===== src/rtl/calc_entry_fsm.sv =====
// Keypad entry sequencer: assembles two 2-digit operands and an operator for the math block.
// Optional idle auto-clear is built only when ENTRY_TIMEOUT_EN is defined.
module calc_entry_fsm #(
    parameter int unsigned TIMEOUT_CYCLES = 32'd50_000_000
) (
    input  logic       clk,
    input  logic       reset_n,
    input  logic       key_valid,
    input  logic [4:0] key_code,
    output logic [4:0] num000,
    output logic [4:0] num001,
    output logic [4:0] num011,
    output logic [4:0] num100,
    output logic [2:0] num_state,
    output logic [4:0] arithmetic,
    output logic       enable,
    output logic       err
);

    typedef enum logic [2:0] {
        OPND1  = 3'b000,
        OPWAIT = 3'b001,
        OPND2  = 3'b010,
        RESULT = 3'b011,
        ERROR  = 3'b100
    } state_t;

    state_t     state_r;
    logic [1:0] cnt1_r;
    logic [1:0] cnt2_r;
    logic [4:0] tens1_r;
    logic [4:0] ones1_r;
    logic [4:0] tens2_r;
    logic [4:0] ones2_r;
    logic [4:0] arith_r;
    logic       enable_r;
    logic       err_r;

    logic       is_digit_s;
    logic       is_op_s;
    logic       is_eq_s;
    logic       clear_s;
    logic       timeout_s;

    // Key classification; codes 16..31 fall into no class and are ignored.
    always_comb begin
        is_digit_s = key_valid && (key_code <= 5'd9);
        is_op_s    = key_valid && (key_code >= 5'd11) && (key_code <= 5'd14);
        is_eq_s    = key_valid && (key_code == 5'd15);
        clear_s    = (key_valid && (key_code == 5'd10)) || timeout_s;
    end

`ifdef ENTRY_TIMEOUT_EN
    localparam int unsigned IDLE_W = (TIMEOUT_CYCLES > 32'd2) ? $clog2(TIMEOUT_CYCLES) : 1;

    logic [IDLE_W-1:0] idle_r;
    logic              empty_s;

    assign empty_s   = (state_r == OPND1) && (cnt1_r == 2'd0) && (cnt2_r == 2'd0) && (arith_r == 5'd0);
    assign timeout_s = !key_valid && (idle_r == IDLE_W'(TIMEOUT_CYCLES - 32'd1));

    // Idle counter: runs only while a partial entry is pending and no key arrives.
    always_ff @(posedge clk) begin
        if (!reset_n || key_valid || timeout_s || empty_s) begin
            idle_r <= '0;
        end else begin
            idle_r <= idle_r + IDLE_W'(1);
        end
    end
`else
    assign timeout_s = 1'b0;
`endif

    // Entry FSM with registered digit, operator and status outputs.
    always_ff @(posedge clk) begin
        if (!reset_n || clear_s) begin
            state_r  <= OPND1;
            cnt1_r   <= 2'd0;
            cnt2_r   <= 2'd0;
            tens1_r  <= 5'd0;
            ones1_r  <= 5'd0;
            tens2_r  <= 5'd0;
            ones2_r  <= 5'd0;
            arith_r  <= 5'd0;
            enable_r <= 1'b0;
            err_r    <= 1'b0;
        end else if (key_valid) begin
            case (state_r)
                OPND1: begin
                    if (is_digit_s) begin
                        if (cnt1_r == 2'd0) begin
                            tens1_r <= 5'd0;
                            ones1_r <= key_code;
                            cnt1_r  <= 2'd1;
                        end else if (cnt1_r == 2'd1) begin
                            tens1_r <= ones1_r;
                            ones1_r <= key_code;
                            cnt1_r  <= 2'd2;
                        end
                    end else if (is_op_s) begin
                        arith_r <= key_code;
                        state_r <= OPWAIT;
                    end
                end
                OPWAIT: begin
                    if (is_digit_s) begin
                        tens2_r <= 5'd0;
                        ones2_r <= key_code;
                        cnt2_r  <= 2'd1;
                        state_r <= OPND2;
                    end else if (is_op_s) begin
                        arith_r <= key_code;
                    end
                end
                OPND2: begin
                    if (is_digit_s) begin
                        if (cnt2_r == 2'd1) begin
                            tens2_r <= ones2_r;
                            ones2_r <= key_code;
                            cnt2_r  <= 2'd2;
                        end
                    end else if (is_eq_s) begin
                        // Divide by zero never reaches the math block.
                        if ((arith_r == 5'd14) && (tens2_r == 5'd0) && (ones2_r == 5'd0)) begin
                            state_r <= ERROR;
                            err_r   <= 1'b1;
                        end else begin
                            state_r  <= RESULT;
                            enable_r <= 1'b1;
                        end
                    end
                end
                RESULT: begin
                    if (is_digit_s) begin
                        tens1_r  <= 5'd0;
                        ones1_r  <= key_code;
                        cnt1_r   <= 2'd1;
                        tens2_r  <= 5'd0;
                        ones2_r  <= 5'd0;
                        cnt2_r   <= 2'd0;
                        arith_r  <= 5'd0;
                        state_r  <= OPND1;
                        enable_r <= 1'b0;
                    end
                end
                ERROR: begin
                    err_r <= 1'b1;
                end
                default: begin
                    state_r  <= OPND1;
                    enable_r <= 1'b0;
                    err_r    <= 1'b0;
                end
            endcase
        end
    end

    assign num000     = tens1_r;
    assign num001     = ones1_r;
    assign num011     = tens2_r;
    assign num100     = ones2_r;
    assign num_state  = state_r;
    assign arithmetic = arith_r;
    assign enable     = enable_r;
    assign err        = err_r;

endmodule


===== config.mk =====
export PLATFORM = sky130hd
export DESIGN_NAME = calc_entry_fsm
export DESIGN_NICKNAME = d
export VERILOG_FILES = /design/src/rtl/calc_entry_fsm.sv
export SDC_FILE = /design/constraint.sdc
export NUM_CORES = 1
export LEC_CHECK = 0
export ABC_AREA = 1
export ABC_CLOCK_PERIOD_IN_PS = 1650
export CORE_AREA = 2 2 65 113
export CTS_CLUSTER_DIAMETER = 80
export CTS_CLUSTER_SIZE = 12
export DETAILED_ROUTE_END_ITERATION = 10
export DIE_AREA = 0 0 67 115
export PLACE_DENSITY_LB_ADDON = 0.05
export SLEW_MARGIN = 5
export SYNTH_ARGS = -nofsm -noshare
export SYNTH_HDL_FRONTEND = slang
export SYNTH_SLANG_ARGS = --single-unit

===== constraint.sdc =====
create_clock -name clk -period 1.65 [get_ports clk]
set_input_delay 0.2475 -clock clk [delete_from_list [all_inputs] [get_ports clk]]
set_output_delay 0.2475 -clock clk [all_outputs]
set_load 0.1 [all_outputs]

==> results.py <==
metrics = {
    "floorplanning": {
        "die_x_microns": 67,
        "coreArea_sq_um": 6810,
        "dieArea_sq_um": 7710,
        "rows": 40,
        "die_h_microns": 115,
        "initial_core_util_pct": 24.1,
        "num_io_pins": 38,
    },
    "route": {
        "vias_per_cell": 4.41,
        "drc": 0,
        "drt-total-wl_mm": 5.04,
        "ant_nets": 0,
        "wl_per_cell_microns": 13.4,
        "via_count": 1658,
        "drt-initial-drc-count": 63,
        "dr.pass1.iters": 4,
    },
    "clock_network": {
        "cts_setup_buffers": 0,
        "cts_root_buf": "clkbuf_16",
        "cts_sinks": 34,
        "cts.clk_slew.worst_paths_ns": 0.05,
        "cts_htree_levels": 2,
        "clk_latency_ns": 0.28,
        "ctsResizeCount": 0,
        "ctsHoldBuffers": 0,
        "cts_max_path_buffers": 2,
        "cts_tree": "yes",
        "numCtsBuffers": 5,
    },
    "yosys": {
        "yosysTopAreaCellShare_pct": 41.5,
        "yosysSeqAreaShare_pct": 41.5,
        "yosysTopAreaCell": "dfxtp_1",
        "yosysWarnings": 0,
        "synth.area.top_cells": "dfxtp_1 42%, nand2_1 12%, nor2_1 11%",
        "synth_cell_types": 29,
        "postSynthCellCount": 230,
        "ys_seq_elements": 34,
        "syn_nets": 238,
        "syn_area_per_cell_sq_um": 7.13,
        "syn_area_sq_um": 1640,
    },
    "finish": {
        "layout.nets": 299,
        "syn_to_final_growth_pct": 68.1,
        "n_antenna_cell": 0,
        "drive_gt1_share_pct": 34.2,
        "fillers": 734,
    },
    "timing": {
        "slew_headroom_pct": 77.8,
        "post-route-min-period_ns": 1.51,
        "whs_ns": 0.464,
        "setup_violations": 0,
        "worstMarginPinSlew_ns": 0.332,
        "layout_worst_path_cycle_share_pct": 91.7,
        "skew_ns": 0.00407,
        "fin_tns_setup_ns": 0,
        "rsz0062_at_grt": "false",
        "slew_violations": 0,
        "hold_viol_final": 0,
        "clock.fmax_mhz": 661,
    },
    "worst_setup_path": {
        "r2r_slack_ns": 0.15,
        "r2r-end": "num_state[1]",
        "cp_max_fo": 10,
        "cp.required_ns": 1.86,
        "crit_path_start": "key_code[2]",
        "crit_type": "input port to flop",
        "worstPathArrival_ns": 1.72,
        "rr_worst_depth": 10,
        "crit_end": "num011[0]",
        "cp-end-kind": "flop",
        "cp-start-kind": "input port",
        "r2r-start": "num_state[1]",
    },
    "global_routing": {
        "overflow": 0,
        "grt_pass1_vias": 1700,
        "grt_start_max_net_pins": 20,
        "gr-usage-all-layers_pct": 14.8,
        "antenna_found_initial": 0,
        "grt_pass1_wl_mm": 8.38,
    },
    "power": {
        "swShare_pct": 42.7,
        "ir_worst_vdd_mv": 0.550,
        "p_leak_nw": 1.15,
        "seq_power_share_pct": 28.8,
        "switchingPower_w": 0.00158,
        "comb_power_share_pct": 45.8,
        "internal-power_w": 0.00212,
        "power.density_nw_per_um2": 1340,
        "clockPowerShare_pct": 25.5,
    },
    "run": {
        "drv_cap": 0,
    },
    "place": {
        "globalplace.congestion": 0.836,
        "io_buffers": 37,
        "hpwl_mm": 4.04,
    },
    "worst_hold_path": {
        "min_path_type": "flop to flop",
    },
    "run_status": {
        "status": "finished clean",
    },
}
-- cell type report --
class                      instances  area, sq um  share of cell area, %
multi-input combinational        169          877                   31.8
tap                               84          105                   3.81
inverter                          23         86.3                   3.13
clock inverter                     1         5.00                  0.182
timing repair buffer              58          841                   30.5
sequential                        34          698                   25.3
clock buffer                       7          143                   5.18
-- worst min path at each step --
stage | from | to | slack (ns) | depth (start not counted)
after floorplan | key_code[3] | num001[3] | 0.38 | 2
after global placement | arithmetic[4] | arithmetic[4] | 0.46 | 2
after detailed placement | arithmetic[4] | arithmetic[4] | 0.46 | 2
after CTS | arithmetic[4] | arithmetic[4] | 0.46 | 2
after global routing | arithmetic[4] | arithmetic[4] | 0.49 | 2
final | arithmetic[4] | arithmetic[4] | 0.46 | 2
-- critical path, stage by stage --
cell,delay (ns)
clkdlybuf4s50_1,0.55
nand2_2,0.11
nand2_1,0.13
nor2_4,0.06
buf_4,0.14
o211ai_4,0.15
buf_4,0.18
nand2_1,0.04
a21oi_1,0.11
-- through the flow --
stage	util, %	setup WS [ns]	cell area [sq um]	instances	power, W
final	40.5	0.138	2760	376	0.00370
after global routing	40.5	0.00554	2760	376	0.00391
after CTS	40.0	0.0591	2720	376	0.00372
after detailed placement	37.8	-0.229	2570	368	0.00277
after global placement	37.8	-0.223	2570	368	0.00277
after floorplan	-	0.0114	1660	230	0.00213
-- cell usage in the layout (no fill, tap or decap), types with 7 or more instances in the layout --
master / count
a21oi_1: 20
buf_12: 31
buf_4: 20
clkdlybuf4s50_1: 7
dfxtp_1: 20
dfxtp_2: 14
inv_1: 16
inv_2: 7
nand2_1: 51
nand3_1: 7
nor2_1: 45
o21ai_0: 12
-- layer usage --
metal  vias up  part of all wire, %  global-route usage, %
li1        867                    -                      -
met1       753                   38                   15.2
met2        33                   57                   28.0
met3         5                  3.8                   3.03
met4         0                  1.7                   5.71
met5         -                    0                      0
-- state kept, by name, indices dropped and copies added (netlist names) --
name and cells:
arithmetic 5, cnt1_r 2, cnt2_r 2, enable 1
err 1, num000 5, num001 5, num011 5
num100 5, num_state 3
-- cells in the mapped netlist (all sizes together) --
library cell / n
o31ai: 1
nor3: 1
o21ai: 16
nand3: 11
a21oi: 22
o21a: 1
inv: 23
nand4: 6
nand2: 54
o211ai: 1
nand3b: 2
o21bai: 1
nor3b: 1
nor2: 52
buf: 4
dfxtp: 34
-- power by group through the flow --
stage	combinational [W]	clock, W	sequential [W]
final	0.00169	0.000942	0.00106
after global routing	0.00182	0.00102	0.00108
after CTS	0.00169	0.000963	0.00107
after detailed placement	0.00169	0	0.00108
after global placement	0.00169	0	0.00108
after floorplan	0.000528	0	0.00160
-- logic make-up after synthesis --
group                  synth area share [%]
AO/OA/AOI/OAI                          15.4
buffers and inverters                  7.02
flip-flops                             41.5
AND/OR/NAND/NOR                        36.0
(Power assumes the default switching activity.)
